$ cat src/rtl/alu_seq_pkg.sv
// Shared encodings for the sequential ALU: ALUOp/ALUctrl codes, funct3 selector,
// FSM state enum and a shift-decode helper.
package alu_seq_pkg;

  localparam int DATA_W  = 32;
  localparam int SHAMT_W = 5;

  localparam logic [1:0] ALUOP_MEM   = 2'b00;
  localparam logic [1:0] ALUOP_BR    = 2'b01;
  localparam logic [1:0] ALUOP_ARITH = 2'b10;

  localparam logic [2:0] CTRL_ADD  = 3'b000;
  localparam logic [2:0] CTRL_SUB  = 3'b001;
  localparam logic [2:0] CTRL_SLT  = 3'b010;
  localparam logic [2:0] CTRL_SLTU = 3'b011;  // branch compare meaning of 011
  localparam logic [2:0] CTRL_SLL  = 3'b011;  // arithmetic meaning of 011
  localparam logic [2:0] CTRL_XOR  = 3'b100;
  localparam logic [2:0] CTRL_SRL  = 3'b101;
  localparam logic [2:0] CTRL_OR   = 3'b110;
  localparam logic [2:0] CTRL_AND  = 3'b111;

  localparam logic [2:0] F3_SLTU = 3'b011;

  typedef enum logic [1:0] {
    S_IDLE  = 2'b00,
    S_EXEC  = 2'b01,
    S_SHIFT = 2'b10,
    S_DONE  = 2'b11
  } state_t;

  function automatic logic is_shift(input logic [1:0] op, input logic [2:0] ctrl);
    return (op == ALUOP_ARITH) && ((ctrl == CTRL_SLL) || (ctrl == CTRL_SRL));
  endfunction

endpackage

$ cat src/rtl/alu_seq_shifter.sv
// Bit-serial shifter: one position per step, SLL/SRL/SRA, with remaining-count.
module alu_shifter
  import alu_seq_pkg::*;
(
  input  logic              clk,
  input  logic              rst,
  input  logic              load_i,
  input  logic              left_i,
  input  logic              arith_i,
  input  logic [DATA_W-1:0] data_i,
  input  logic [SHAMT_W-1:0] shamt_i,
  input  logic              step_i,
  output logic [DATA_W-1:0] step_o,
  output logic              last_o
);

  logic [DATA_W-1:0]  data_q;
  logic [SHAMT_W-1:0] cnt_q, cnt_d;
  logic               left_q, arith_q;
  logic               fill;

  always_comb begin
    fill   = arith_q & data_q[DATA_W-1];
    step_o = left_q ? {data_q[DATA_W-2:0], 1'b0} : {fill, data_q[DATA_W-1:1]};
    last_o = (cnt_q == SHAMT_W'(1));
    cnt_d  = cnt_q;
    if (load_i)
      cnt_d = shamt_i;
    else if (step_i && (cnt_q != '0))
      cnt_d = cnt_q - SHAMT_W'(1);
  end

  always_ff @(posedge clk or posedge rst) begin
    if (rst)
      cnt_q <= '0;
    else
      cnt_q <= cnt_d;
  end

  always_ff @(posedge clk) begin
    if (load_i) begin
      data_q  <= data_i;
      left_q  <= left_i;
      arith_q <= arith_i;
    end else if (step_i) begin
      data_q <= step_o;
    end
  end

endmodule

$ cat src/rtl/alu_seq.sv
// Handshaked ALU: single-cycle ops via EXEC, shifts bit-serially via alu_shifter,
// result held in DONE until the consumer takes it.
module alu_seq
  import alu_seq_pkg::*;
(
  input  logic              clk,
  input  logic              rst,
  input  logic              in_valid,
  output logic              in_ready,
  input  logic [1:0]        ALUOp,
  input  logic [2:0]        ALUctrl,
  input  logic [2:0]        funct3,
  input  logic              funct7_5,
  input  logic [DATA_W-1:0] SrcA,
  input  logic [DATA_W-1:0] SrcB,
  output logic              out_valid,
  input  logic              out_ready,
  output logic [DATA_W-1:0] ALUResult,
  output logic              Zero
);

  state_t            state_q, state_d;
  logic [DATA_W-1:0] res_q, res_d;
  logic              zero_q, zero_d;
  logic [1:0]        op_q;
  logic [2:0]        ctrl_q, f3_q;
  logic [DATA_W-1:0] a_q, b_q;
  logic              accept, shift_load, shift_step, shift_last;
  logic [DATA_W-1:0] shift_val, exec_val;

  // Zero-shamt shift codes reach here through EXEC, so they pass SrcA unchanged.
  function automatic logic [DATA_W-1:0] alu_calc(input logic [1:0] op,
                                                 input logic [2:0] ctrl,
                                                 input logic [2:0] f3,
                                                 input logic [DATA_W-1:0] a,
                                                 input logic [DATA_W-1:0] b);
    logic signed [DATA_W-1:0] sa, sb;
    logic lt_s, lt_u;
    sa   = a;
    sb   = b;
    lt_s = (sa < sb);
    lt_u = (a < b);
    alu_calc = '0;
    case (op)
      ALUOP_BR: begin
        case (ctrl)
          CTRL_SUB:  alu_calc = a - b;
          CTRL_SLT:  alu_calc = {{(DATA_W-1){1'b0}}, lt_s};
          CTRL_SLTU: alu_calc = {{(DATA_W-1){1'b0}}, lt_u};
          default:   alu_calc = '0;
        endcase
      end
      ALUOP_ARITH: begin
        case (ctrl)
          CTRL_ADD: alu_calc = a + b;
          CTRL_SUB: alu_calc = a - b;
          CTRL_SLT: alu_calc = {{(DATA_W-1){1'b0}}, (f3 == F3_SLTU) ? lt_u : lt_s};
          CTRL_XOR: alu_calc = a ^ b;
          CTRL_OR:  alu_calc = a | b;
          CTRL_AND: alu_calc = a & b;
          default:  alu_calc = a;
        endcase
      end
      default: alu_calc = a + b;  // ALUOP_MEM and the aliased 11 code
    endcase
  endfunction

  assign exec_val = alu_calc(op_q, ctrl_q, f3_q, a_q, b_q);

  always_comb begin
    state_d    = state_q;
    res_d      = res_q;
    zero_d     = zero_q;
    accept     = 1'b0;
    shift_load = 1'b0;
    shift_step = 1'b0;
    case (state_q)
      S_IDLE: begin
        if (in_valid) begin
          accept = 1'b1;
          if (is_shift(ALUOp, ALUctrl) && (SrcB[SHAMT_W-1:0] != '0)) begin
            shift_load = 1'b1;
            state_d    = S_SHIFT;
          end else begin
            state_d = S_EXEC;
          end
        end
      end
      S_EXEC: begin
        res_d   = exec_val;
        zero_d  = (exec_val == '0);
        state_d = S_DONE;
      end
      S_SHIFT: begin
        shift_step = 1'b1;
        if (shift_last) begin
          res_d   = shift_val;
          zero_d  = (shift_val == '0);
          state_d = S_DONE;
        end
      end
      S_DONE: begin
        if (out_ready)
          state_d = S_IDLE;
      end
      default: state_d = S_IDLE;
    endcase
  end

  always_ff @(posedge clk or posedge rst) begin
    if (rst) begin
      state_q <= S_IDLE;
      res_q   <= '0;
      zero_q  <= 1'b0;
    end else begin
      state_q <= state_d;
      res_q   <= res_d;
      zero_q  <= zero_d;
    end
  end

  always_ff @(posedge clk) begin
    if (accept) begin
      op_q   <= ALUOp;
      ctrl_q <= ALUctrl;
      f3_q   <= funct3;
      a_q    <= SrcA;
      b_q    <= SrcB;
    end
  end

  alu_shifter u_shifter (
    .clk     (clk),
    .rst     (rst),
    .load_i  (shift_load),
    .left_i  (ALUctrl == CTRL_SLL),
    .arith_i (funct7_5),
    .data_i  (SrcA),
    .shamt_i (SrcB[SHAMT_W-1:0]),
    .step_i  (shift_step),
    .step_o  (shift_val),
    .last_o  (shift_last)
  );

  assign in_ready  = (state_q == S_IDLE);
  assign out_valid = (state_q == S_DONE);
  assign ALUResult = res_q;
  assign Zero      = zero_q;

endmodule

$ cat config.mk
export PLATFORM = sky130hd
export DESIGN_NAME = alu_seq
export DESIGN_NICKNAME = d
export VERILOG_FILES = /design/src/rtl/alu_seq_pkg.sv /design/src/rtl/alu_seq_shifter.sv /design/src/rtl/alu_seq.sv
export SDC_FILE = /design/constraint.sdc
export NUM_CORES = 1
export LEC_CHECK = 0
export ABC_AREA = 1
export CORE_MARGIN = 10
export CORE_UTILIZATION = 34
export DETAILED_ROUTE_END_ITERATION = 6
export DONT_BUFFER_PORTS = 1
export SKIP_LAST_GASP = 1
export SYNTH_ARGS = -nofsm -noshare
export SYNTH_HDL_FRONTEND = slang
export SYNTH_SLANG_ARGS = --single-unit
$ cat constraint.sdc
create_clock -name clk -period 7.8 [get_ports clk]
set_input_delay 0.78 -clock clk [delete_from_list [all_inputs] [get_ports clk]]
set_output_delay 0.78 -clock clk [all_outputs]
set_load 0.02 [all_outputs]
* Yosys cells after proc, flatten, opt, wreduce, memory -nomap -nowiden
Cells that the tools add are included.
** Cells by class
- $lt $le $gt $ge :: 2
- Multipliers :: 0
- Shift operators :: 0
- Reductions and logical operators :: 15
- Bitwise operators :: 4
- Add/subtract/negate cells :: 3
- Mux-type cells :: 24
- Divide/modulo/power cells :: 0
- Eq/ne operators :: 19
** Operators with widths (count)
- $pmux W32 S6 :: 1
- $mux W32 :: 4
- $pmux W32 S2 :: 2
- $pmux W32 S3 :: 1
- $logic_not A32 Y1 :: 2
- $lt A32 B32 Y1 :: 2
- $add A32 B32 Y32 :: 1
- $and A32 B32 Y32 :: 1
- $or A32 B32 Y32 :: 1
- $sub A32 B32 Y32 :: 1
- $xor A32 B32 Y32 :: 1
- $eq A3 B2 Y1 const B :: 4
- $eq A3 B3 Y1 const B :: 4
- $mux W5 :: 2
- $reduce_bool A5 Y1 :: 2
- $eq A2 B2 Y1 const B :: 4
- $mux W1 :: 8
- $mux W2 :: 4
- $pmux W2 S4 :: 1
- $reduce_bool A2 Y1 :: 3
- $eq A5 B1 Y1 const B :: 1
- $sub A5 B1 Y5 const B :: 1
- $eq A2 B1 Y1 const B :: 2
- $ne A2 B2 Y1 const B :: 2
- 10 further kinds :: 12
** Word-level totals
- Memory bits (read-only) :: 0
- Latch bits :: 0
- Bits in writable memories :: 0
- Output and inout port bits :: 35
- Bits in registers :: 146
- Input port bits :: 77
- Logic and storage cells :: 79
- Memories kept :: 0

* Depth between registers and ports, before layout
Gate-level depths: netlist of the first run.
- Depth in word-level cells :: 8
- Mapped depth :: 24

* Modules after synthesis
A second synthesis of the first run with hierarchy kept.
** Second synthesis, totals
- Cells, all modules :: 2092
- Area, all modules :: 13658.1 µm²
** Modules (own cells, without submodules)
- alu_seq :: cells an instance 1814, area each 11488.5 µm², instances 1
- alu_shifter :: cells an instance 278, area each 2169.6 µm², instances 1

* Worst setup path before layout of the first run
Ideal clock, no wire load.
- Kind :: input to register
- Start :: input port ALUctrl[0]
- End :: register u_shifter.data_q[0] (enable)
- Path buffers :: 1
- Cell stages on the path :: 9
- Library setup time :: 0.389 ns
- Slack :: 4.706 ns
- Required time :: 7.411 ns
- Data arrival time :: 2.705 ns
- Cells stage by stage :: nand2_1 nor2_1 o21ai_0 a211oi_1 nand2_1 nor2_1 clkinv_1 clkbuf_1 nand2_1
** Between the ends
- Word-level cells in the longest chain between the ends :: 8
- Elaborated cells on any way between the ends :: 9
** RTL lines
- start: declaration :: RTL line alu_seq.sv:11 : input logic [2:0] ALUctrl,
- $eq A3 B2 Y1
- via u_shifter.left_i :: RTL line alu_seq_shifter.sv:8 : input logic left_i,
- $logic_or A1 B1 Y1 :: RTL line alu_seq_pkg.sv:32 : return (op == ALUOP_ARITH) && ((ctrl == CTRL_SLL) || (ctrl == CTRL_SRL));
- $logic_and A1 B1 Y1 :: RTL line alu_seq_pkg.sv:32
- $logic_and A1 B1 Y1 :: RTL line alu_seq.sv:81 : if (is_shift(ALUOp, ALUctrl) && (SrcB[SHAMT_W-1:0] != '0)) begin
- $mux W1 :: RTL line alu_seq.sv:81
- $mux W1 :: RTL line alu_seq.sv:79 : if (in_valid) begin
- $mux W1 :: RTL line alu_seq.sv:77 : case (state_q)
- $reduce_bool A2 Y1 (no source line)
- end signal: assignment :: RTL line alu_seq_shifter.sv:42 : data_q <= data_i;
- end signal: assignment :: RTL line alu_seq_shifter.sv:46 : data_q <= step_o;
- end: declaration :: RTL line alu_seq_shifter.sv:17 : logic [DATA_W-1:0] data_q;
The timed path passes the listed nets, and every way through them passes these cells.
A chain may end at the register's enable or synchronous reset.

* Worst setup path in the final report of the first run
- Start :: register state_q[0]
- End :: register res_q[31] (netlist: ALUResult[31])
** Between the ends
- Word-level cells in the longest chain between the ends :: 3
- Elaborated cells on any way between the ends :: 6
** RTL lines
- start: declaration :: RTL line alu_seq.sv:22 : state_t state_q, state_d;
- start signal: assignment :: RTL line alu_seq.sv:116 : state_q <= state_d;
- $eq A2 B2 Y1 or $eq A2 B1 Y1 (tied branches) :: RTL line alu_seq.sv:77
- $ne A2 B2 Y1 (no source line) or $reduce_bool A2 Y1 (tied branches)
- $reduce_and A2 Y1 (no source line)
- end signal: assignment :: RTL line alu_seq.sv:117 : res_q <= res_d;
- end: declaration :: RTL line alu_seq.sv:23 : logic [DATA_W-1:0] res_q, res_d;
Several ways; a longest one is shown, not always the timed one.

==> results.cfg, run 1 <==
[pwr]
leakage_nw = 7.028
p_sw_w = 0.002404
pwr-share-seq_pct = 30.7
p_comb_share_pct = 51.2
power.internal_w = 0.002232
p_total_w = 0.004635
power-per-cell-area_nw_per_um2 = 323.8
ir_drop_mv = 0.2073
clockPowerShare_pct = 18.2
swShare_pct = 51.86

[sta]
fin_ws_ns = 4.018
fmax_mhz = 264.4
setup-violations-final = 0
slew_viol_final = 0
fin_setup_tns_ns = 0
layout_min_cycle_time_ns = 3.782
fin_skew_ns = 0.01938
slew_headroom_pct = 22.60
rsz0062_at_grt = false
hold_violations = 0
post-route-period-util_pct = 48.49
max_slew.worst_pin.slew_ns = 1.158

[floorplanning]
top_level_ports = 112
die_h_um = 218.5
dieArea_um2 = 47750
core-area_um2 = 38830
initial_core_util_pct = 34.51
die-width_um = 218.5
fp-row-count = 72

[clock_network]
clock_latency_ns = 0.48
h-tree-depth = 4
cts.repair.resized = 0
postCtsHoldBufs = 0
clock-sinks = 146
cts_tree = built
clk_path_buf_depth = 2
path_clk_slew_ns = 0.08
numCtsBuffers = 17
cts_setup_buffers = 0
clockRootBuffer = clkbuf_16

[synthesis]
ys_ff_latch = 146
synthArstFlopShare_pct = 27.40
ys_seq_area_share_pct = 31.23
syn-num-nets = 2208
synth_top_family_by_area = simple AND/OR/NAND/NOR gates
synth_fa_ha_area_share_pct = 10.01
ys_types = 52
synth_warnings = 0
yosys.area_share.xor_xnor_pct = 0.6537
synthFlopType = edfxtp_1
synth_compound_area_share_pct = 14.14
syn_avg_cell_area_um2 = 6.616
synth-edff-count = 106
yosys.area_share.simple_pct = 31.60
synth_mux_area_share_pct = 0.5230
syn-cell-area_um2 = 13400
synth_cells = 2025

[flow_run]
cap_viol_max_count = 0

[global_route]
grt_pass1_vias = 12710
grt_first_pass_wirelength_um = 77880
antenna_found_initial = 1
overflow = 0
grt_max_degree = 62
globalRouteTotalUtil_pct = 21.46

[cells_and_area]
fill_cells = 4212
area_growth_pct = 6.846
final_nets = 2161
drive_above_1_share_pct = 4.370
final_common_cell = nand2_1
mostFrequentLayoutCells = nand2_1 (644), inv_1 (300), nor2_1 (181), nand3_1 (146), o21ai_0 (125)
fin_util_pct = 36.87
antenna_cells = 0
final_area_um2 = 14320

[placed_design]
place.gp.congestion = 0.9846
dpl_cell_area_um2 = 13730
io_buffers = 0
place_ws_ns = 3.920
hpwl_um = 40920

[run_status]
outcome = completed

[drt]
totalWireLength_um = 51840
first_pass_iters = 6
vias = 13320
drtIter0Drc = 1264
dr_wl_met2_um = 22780
wl_per_cell_um = 20.66
detail-route-antenna-nets = 0
avgViaCountPerCell = 5.309
drc_errors = 0
wl_met3_um = 4567
wl_met1_um = 23330
top_layer_used = met4

[worst_setup_path]
critPathArrivalTime_ns = 4.13
path_class = reg -> reg
setup.worst_path.start_class = register
crit_fanout = 59
worst_setup_path_end_kind = register
required_ns = 8.15

[min_path]
hold_class = in -> async
## power by group through the flow
stage	Clock (W)	Sequential [W]	Combinational, W
6_report	0.000841	0.00142	0.00237
2_1_floorplan	0	0.00135	0.00167
4_1_cts	0.000855	0.00142	0.00233
3_5_place_dp	0	0.00144	0.00232
3_3_place_gp	0	0.00143	0.00231
5_1_grt	0.000877	0.00145	0.00266
## final timing paths
kind / start / to / slack (ns) / depth (start not counted)
setup / recovery: state_q[0] / ALUResult[31] / 4.02 / 10
hold / removal: rst / u_shifter.cnt_q[0] / 0.38 / 1
setup reg to reg: state_q[0] / ALUResult[31] / 4.02 / 10
hold reg to reg: u_shifter.cnt_q[2] / u_shifter.cnt_q[2] / 0.59 / 2
max in group asynchronous: rst / ALUResult[30] / 6.80 / 1
min in group clk: SrcB[20] / b_q[20] / 0.39 / 0
## per-stage QoR
step                      instances  hold WS [ns]
after floorplan                2025        0.5310
after global placement         2477        0.5740
after detailed placement       2477        0.5685
after CTS                      2509        0.3752
after global routing           2509        0.3867
final                          2509        0.3751
## sequential cells by signal, indices dropped and copies added, names as in the netlist
| register | cells |
|---|---|
| u_shifter.left_q | 1 |
| a_q | 32 |
| ctrl_q | 3 |
| u_shifter.data_q | 32 |
| u_shifter.arith_q | 1 |
| f3_q | 3 |
| Zero | 1 |
| op_q | 2 |
| state_q | 2 |
| u_shifter.cnt_q | 5 |
| b_q | 32 |
| ALUResult | 32 |
## cells in the mapped netlist, types with 12 or more instances
master,count,area [um^2]
dfrtp_1,40,1001
buf_2,30,150.1
o21bai_1,17,127.6
edfxtp_1,106,3183
nand3_1,146,730.7
nor3_1,12,60.06
clkbuf_1,26,97.59
nand2_1,645,2421
inv_1,302,1134
o21ai_0,125,625.6
ha_1,104,1301
nand4_1,21,131.4
o22ai_1,19,118.9
nor2_1,183,686.9
o21ai_1,12,60.06
a21oi_1,111,555.5
## metal layers
metal  up-vias  track usage, %
met5         -               0
met4         0           6.179
met3        65           4.779
met2       572           33.21
met1      6258           29.32
li1       6426               -
## logic make-up (layout without fill, tap and decap cells)
kind of cell / Yosys count / count (layout)
fa+ha+maj: 106 / 106
compound gates: 333 / 333
flops: 146 / 146
xor+xnor: 10 / 10
simple gates: 1035 / 1035
mux: 7 / 7
buf+inv: 388 / 354
## final cells by class
class                   instances  area (um^2)  area share (%)
repair buffers                 12        90.09          0.6293
clock buffers                  17        425.4           2.972
multi-input cells            1491         7640           53.37
well taps                     518        648.1           4.528
clock inverters                15        162.7           1.136
inverters                     310         1165           8.137
flip-flops and latches        146         4184           29.23
## worst max-delay path: stages, from the launching register on
cell     delay [ns]
dfrtp_1        0.39
inv_1          0.10
ha_1           0.15
buf_4          0.42
inv_1          0.51
a31oi_1        0.40
inv_1          0.09
nand2_2        0.82
inv_1          0.43
o21ai_0        0.20
o21ai_0        0.12
No activity file was read; power rests on OpenSTA's default activity.
==> run 2, diff against run 1 <==
- clock period: 7.8 -> 3.6 ns (I/O delays scaled with it)
==> run 2 against run 1 <==
Effect of this change:
- cell count is 4.0% higher
- total power is 120% higher
- critical path type unchanged
- utilization is 2.5 points higher
- global-route usage is 0.71 points higher
==> results.cfg, run 2 (synthesized netlist as in run 1, its figures left out) <==
[worst_setup_path]
critPathLaunch = a_q[29]
crit_buf_inv = 2
worst_setup_path_end_kind = register
required_ns = 4.00
critPathMaxStageDelay_ns = 0.50
path_cells = inv_1, ha_1, inv_1, nand2_1, nand2_1, a21oi_1, o21ai_0, a21oi_1, nand3_1, nand3_1, nor2_1, nor2_1, nand2_1, nand2_1, nand2_1, nor2_1, nand3_1, a21oi_2
reg2reg_from = a_q[29]
path_delay_family = simple AND/OR/NAND/NOR gates
cp_slowest_cell = ha_1
crit_fanout = 8
path_class = reg -> reg
crit_top_cell = nand2_1
critPathArrivalTime_ns = 3.71
setup.worst_path.start_class = register

[floorplanning]
core-area_um2 = 38830
fp-row-count = 72
top_level_ports = 112
die-width_um = 218.5
die_h_um = 218.5
initial_core_util_pct = 34.51
dieArea_um2 = 47750

[placed_design]
place_ws_ns = 0.3849
hpwl_um = 41620
place.gp.congestion = 1.001
io_buffers = 0
dpl_cell_area_um2 = 13950

[run_status]
outcome = completed

[pwr]
leakage_nw = 7.472
clockPowerShare_pct = 17.7
p_comb_share_pct = 52.5
pwr-share-seq_pct = 29.8
p_total_w = 0.01023
ir_drop_mv = 0.4825
power-per-cell-area_nw_per_um2 = 669.4
swShare_pct = 51.14
p_sw_w = 0.005231
power.internal_w = 0.004998

[global_route]
grt_pass1_vias = 13300
grt_first_pass_wirelength_um = 80070
grt_max_degree = 73
antenna_found_initial = 0
globalRouteTotalUtil_pct = 22.17
overflow = 0

[cells_and_area]
mostFrequentLayoutCells = nand2_1 (644), inv_1 (300), nor2_1 (182), nand3_1 (146), o21ai_0 (125)
final_nets = 2262
final_common_cell = nand2_1
final_area_um2 = 15280
drive_above_1_share_pct = 5.402
antenna_cells = 0
area_growth_pct = 14.05

[sta]
hold_ws_ns = 0.02308
fmax_mhz = 302.6
fin_skew_ns = 0.02393
post-route-period-util_pct = 91.80
max_slew.worst_pin.slew_ns = 0.8945
setup-violations-final = 0
fin_ws_ns = 0.2952
hold_violations = 0
slew_viol_final = 0
rsz0062_at_grt = false
slew_headroom_pct = 40.28
layout_min_cycle_time_ns = 3.305
fin_setup_tns_ns = 0

[min_path]
hold_class = in -> reg
min-delay-start = SrcB[1]

[drt]
avgViaCountPerCell = 5.279
drc_errors = 0
wl_per_cell_um = 20.41
totalWireLength_um = 53280
detail-route-antenna-nets = 0
drtIter0Drc = 1296
vias = 13780
first_pass_iters = 7

[clock_network]
clock_latency_ns = 0.48
clk_path_buf_depth = 2
path_clk_slew_ns = 0.07
cts_setup_buffers = 0
clock-sinks = 146
h-tree-depth = 4
clockRootBuffer = clkbuf_16
cts.repair.resized = 0
numCtsBuffers = 17
cts_tree = built
postCtsHoldBufs = 74

[flow_run]
cap_viol_max_count = 0
==> run 2: per-layer routing <==
layer	GRT usage [%]	part of all wire [%]	up-vias	routed length [um]
met4	9.280	3.3	0	1782
met2	34.64	45	618	23800
met1	29.32	44	6441	23280
li1	-	-	6624	-
met3	4.337	8.3	94	4409
met5	0	0	-	0
==> run 2: area by class of cell <==
| cell class | instances | area [um^2] |
|---|---|---|
| Clock inverter | 14 | 136.4 |
| Sequential cell | 146 | 4184 |
| Fill cell | 4077 | 23550 |
| Tap cell | 518 | 648.1 |
| Inverter | 310 | 1165 |
| Clock buffer | 18 | 450.4 |
| Multi-Input combinational cell | 1491 | 7637 |
| Timing Repair Buffer | 113 | 1059 |
==> run 2: stage by stage <==
step                util [%]  cells
finish                 39.35   2610
global route           39.35   2610
floorplan                  -   2025
CTS                    39.35   2610
detailed placement     35.93   2504
global placement       35.93   2504
==> run 2: power by group through the flow <==
stage | sequential (W) | combinational [W] | clock (W)
detailed placement | 0.00308 | 0.00517 | 0
CTS | 0.00305 | 0.00527 | 0.00185
global placement | 0.00307 | 0.00517 | 0
finish | 0.00304 | 0.00537 | 0.00181
floorplan | 0.00293 | 0.00363 | 0
global route | 0.00311 | 0.00597 | 0.00190
==> run 2: final timing paths <==
check                                     end  slack, ns  depth (start not counted)
max                                      Zero       0.30                         18
min                        u_shifter.cnt_q[1]       0.02                          2
max reg2reg                              Zero       0.30                         18
min reg2reg                u_shifter.cnt_q[2]       0.58                          2
max in group asynchronous       ALUResult[28]       2.49                          2
min in group asynchronous  u_shifter.cnt_q[4]       0.53                          2
==> run 3, diff against run 2 <==
- CAP_MARGIN: not set -> 20
- clock period: 3.6 -> 2.65 ns (I/O delays scaled with it)
==> run 3 against run 2 <==
Effect of this change:
- the flow now finishes with violations (setup timing)
- sequential power is 36% higher
- combinational power up 100%
- clock-buffer cell count fell by 1
- critical path type unchanged
- clock power increased by 32%
==> results.cfg, run 3 (synthesized netlist as in run 1, its figures left out) <==
[run_status]
outcome = finished, violations left
violations = setup timing

[flow_run]
cap_viol_max_count = 0

[cells_and_area]
drive_above_1_share_pct = 35.22
antenna_cells = 0
area_growth_pct = 49.10
final_common_cell = nand2_1
seqCellArea_um2 = 4184
fin_cells = 2968
multi_input_area_um2 = 9468
final_nets = 2620
fill_cells = 3664
mostFrequentLayoutCells = nand2_1 (526), buf_4 (361), inv_1 (245), nor2_1 (119), nand3_1 (110)

[sta]
slew_headroom_pct = 38.40
fin_setup_tns_ns = -1.399
post-route-period-util_pct = 109.6
setup-violations-final = 14
max_slew.worst_pin.slew_ns = 0.9240
fin_ws_ns = -0.2549
rsz0062_at_grt = true
layout_min_cycle_time_ns = 2.905
hold_violations = 0
slew_viol_final = 0
fmax_mhz = 344.3
fin_skew_ns = 0.01761

[floorplanning]
core-area_um2 = 38830
initial_core_util_pct = 34.51
fp-row-count = 72
die_h_um = 218.5
top_level_ports = 112
dieArea_um2 = 47750
die-width_um = 218.5

[worst_setup_path]
required_ns = 3.05
path_delay_family = simple AND/OR/NAND/NOR gates
crit_fanout = 5
worst_setup_path_end_kind = register
crit_buf_inv = 3
path_cells = inv_1, ha_4, buf_6, nor2_1, buf_4, nand2_2, nor3_2, nand2_2, nand2_1, nand2_1, nand3_2, nor2_1, nor2_1, nand2_1, nand2_2, nand2_1, nor2_1, nand2_1, nor2_1, nand3_1, a21oi_2
critPathMaxStageDelay_ns = 0.42
critPathArrivalTime_ns = 3.31
path_class = reg -> reg
cp_slowest_cell = edfxtp_1
setup.worst_path.start_class = register

[drt]
avgViaCountPerCell = 5.256
wl_met3_um = 4718
drtIter0Drc = 1484
first_pass_iters = 6
totalWireLength_um = 58250
top_layer_used = met4
wl_met1_um = 25410
dr_wl_met2_um = 26240
drc_errors = 0
vias = 15600
wl_per_cell_um = 19.63
detail-route-antenna-nets = 0

[pwr]
p_sw_w = 0.008367
p_comb_share_pct = 62.4
power.internal_w = 0.009002
leakage_nw = 9.422
pwr-share-seq_pct = 23.8
swShare_pct = 48.17
clockPowerShare_pct = 13.8
p_total_w = 0.01737
power-per-cell-area_nw_per_um2 = 869.5
ir_drop_mv = 0.8844

[clock_network]
clockRootBuffer = clkbuf_16
clock_latency_ns = 0.48
numCtsBuffers = 17
path_clk_slew_ns = 0.07
clock-sinks = 146
cts_tree = built
clk_path_buf_depth = 2
h-tree-depth = 4

[global_route]
globalRouteTotalUtil_pct = 23.66
grt_first_pass_wirelength_um = 86570
overflow = 0
antenna_found_initial = 0
grt_pass1_vias = 14860
grt_max_degree = 73

[placed_design]
hpwl_um = 44280
io_buffers = 0
dp_cells = 2816
place.gp.congestion = 1.028

[min_path]
hold_class = in -> reg
[run 3: cell count changes in the layout (fill, tap and decap cells not counted), moves of 52 or more]
cell / delta
nor2_1: -63
nand2_2: +101
inv_2: +52
inv_1: -55
nand2_1: -118
buf_4: +324
[run 3: power by group through the flow]
| stage | logic (W) | registers, W | clock network (W) |
|---|---|---|---|
| 5_1_grt | 0.0117 | 0.00422 | 0.00253 |
| 3_5_place_dp | 0.00869 | 0.00416 | 0 |
| 6_report | 0.0108 | 0.00414 | 0.00239 |
| 2_1_floorplan | 0.00493 | 0.00398 | 0 |
| 3_3_place_gp | 0.00861 | 0.00416 | 0 |
| 4_1_cts | 0.00963 | 0.00414 | 0.00244 |
[run 3: routing by layer]
metal / global-route usage [%] / vias up
met3: 5.028 / 116
li1: - / 7349
met4: 8.077 / 0
met1: 31.35 / 7450
met5: 0 / -
met2: 37.40 / 685
[run 3: path summary, 6_finish.rpt]
kind | start | endpoint | slack, ns | depth (start not counted)
min reg2reg | u_shifter.cnt_q[2] | u_shifter.cnt_q[2] | 0.58 | 2
min in group asynchronous | rst | u_shifter.cnt_q[4] | 0.44 | 2
max reg2reg | a_q[23] | Zero | -0.25 | 21
min | SrcA[25] | u_shifter.data_q[25] | 0.02 | 2
max | a_q[23] | Zero | -0.25 | 21
max in group asynchronous | rst | ALUResult[26] | 1.60 | 2
[run 3: through the flow]
| stage | hold slack, ns | area [um^2] | util (%) | worst slack [ns] |
|---|---|---|---|---|
| final | 0.02420 | 19980 | 51.45 | -0.2549 |
| after global routing | 0.01530 | 19980 | 51.45 | -0.4285 |
| after CTS | 0.001373 | 18730 | 48.24 | -0.2276 |
| after detailed placement | 0.3639 | 16400 | 42.24 | -0.5233 |
| after global placement | 0.3640 | 16400 | 42.24 | -0.5497 |
| after floorplan | 0.3639 | 13400 | - | 0.07940 |
[run 3: cell type report]
cell class,count,area share (%)
clock buffer,17,2.130
clock inverter,15,0.6639
inverter,310,5.881
multi-input combinational,1491,47.39
sequential,146,20.94
tap,518,3.244
timing repair buffer,471,19.74
[run 3: worst reg2reg max path, cell delays in order (launching register included)]
cell	delay [ns]
edfxtp_1	0.42
inv_1	0.12
ha_4	0.22
buf_6	0.13
nor2_1	0.24
buf_4	0.19
nand2_2	0.09
nor3_2	0.20
nand2_2	0.10
nand2_1	0.07
nand2_1	0.06
nand3_2	0.08
nor2_1	0.05
nor2_1	0.12
nand2_1	0.08
nand2_2	0.13
nand2_1	0.08
nor2_1	0.09
nand2_1	0.05
nor2_1	0.08
nand3_1	0.10
a21oi_2	0.12
[run 3: what timing repair did]
item	in CTS	in global routing
hold buffers	74	0
pin swaps	79	120
setup buffers	20	33
endpoints found under the setup margin	21	26
endpoints found under the hold margin	139	0
gates resized for setup	239	312
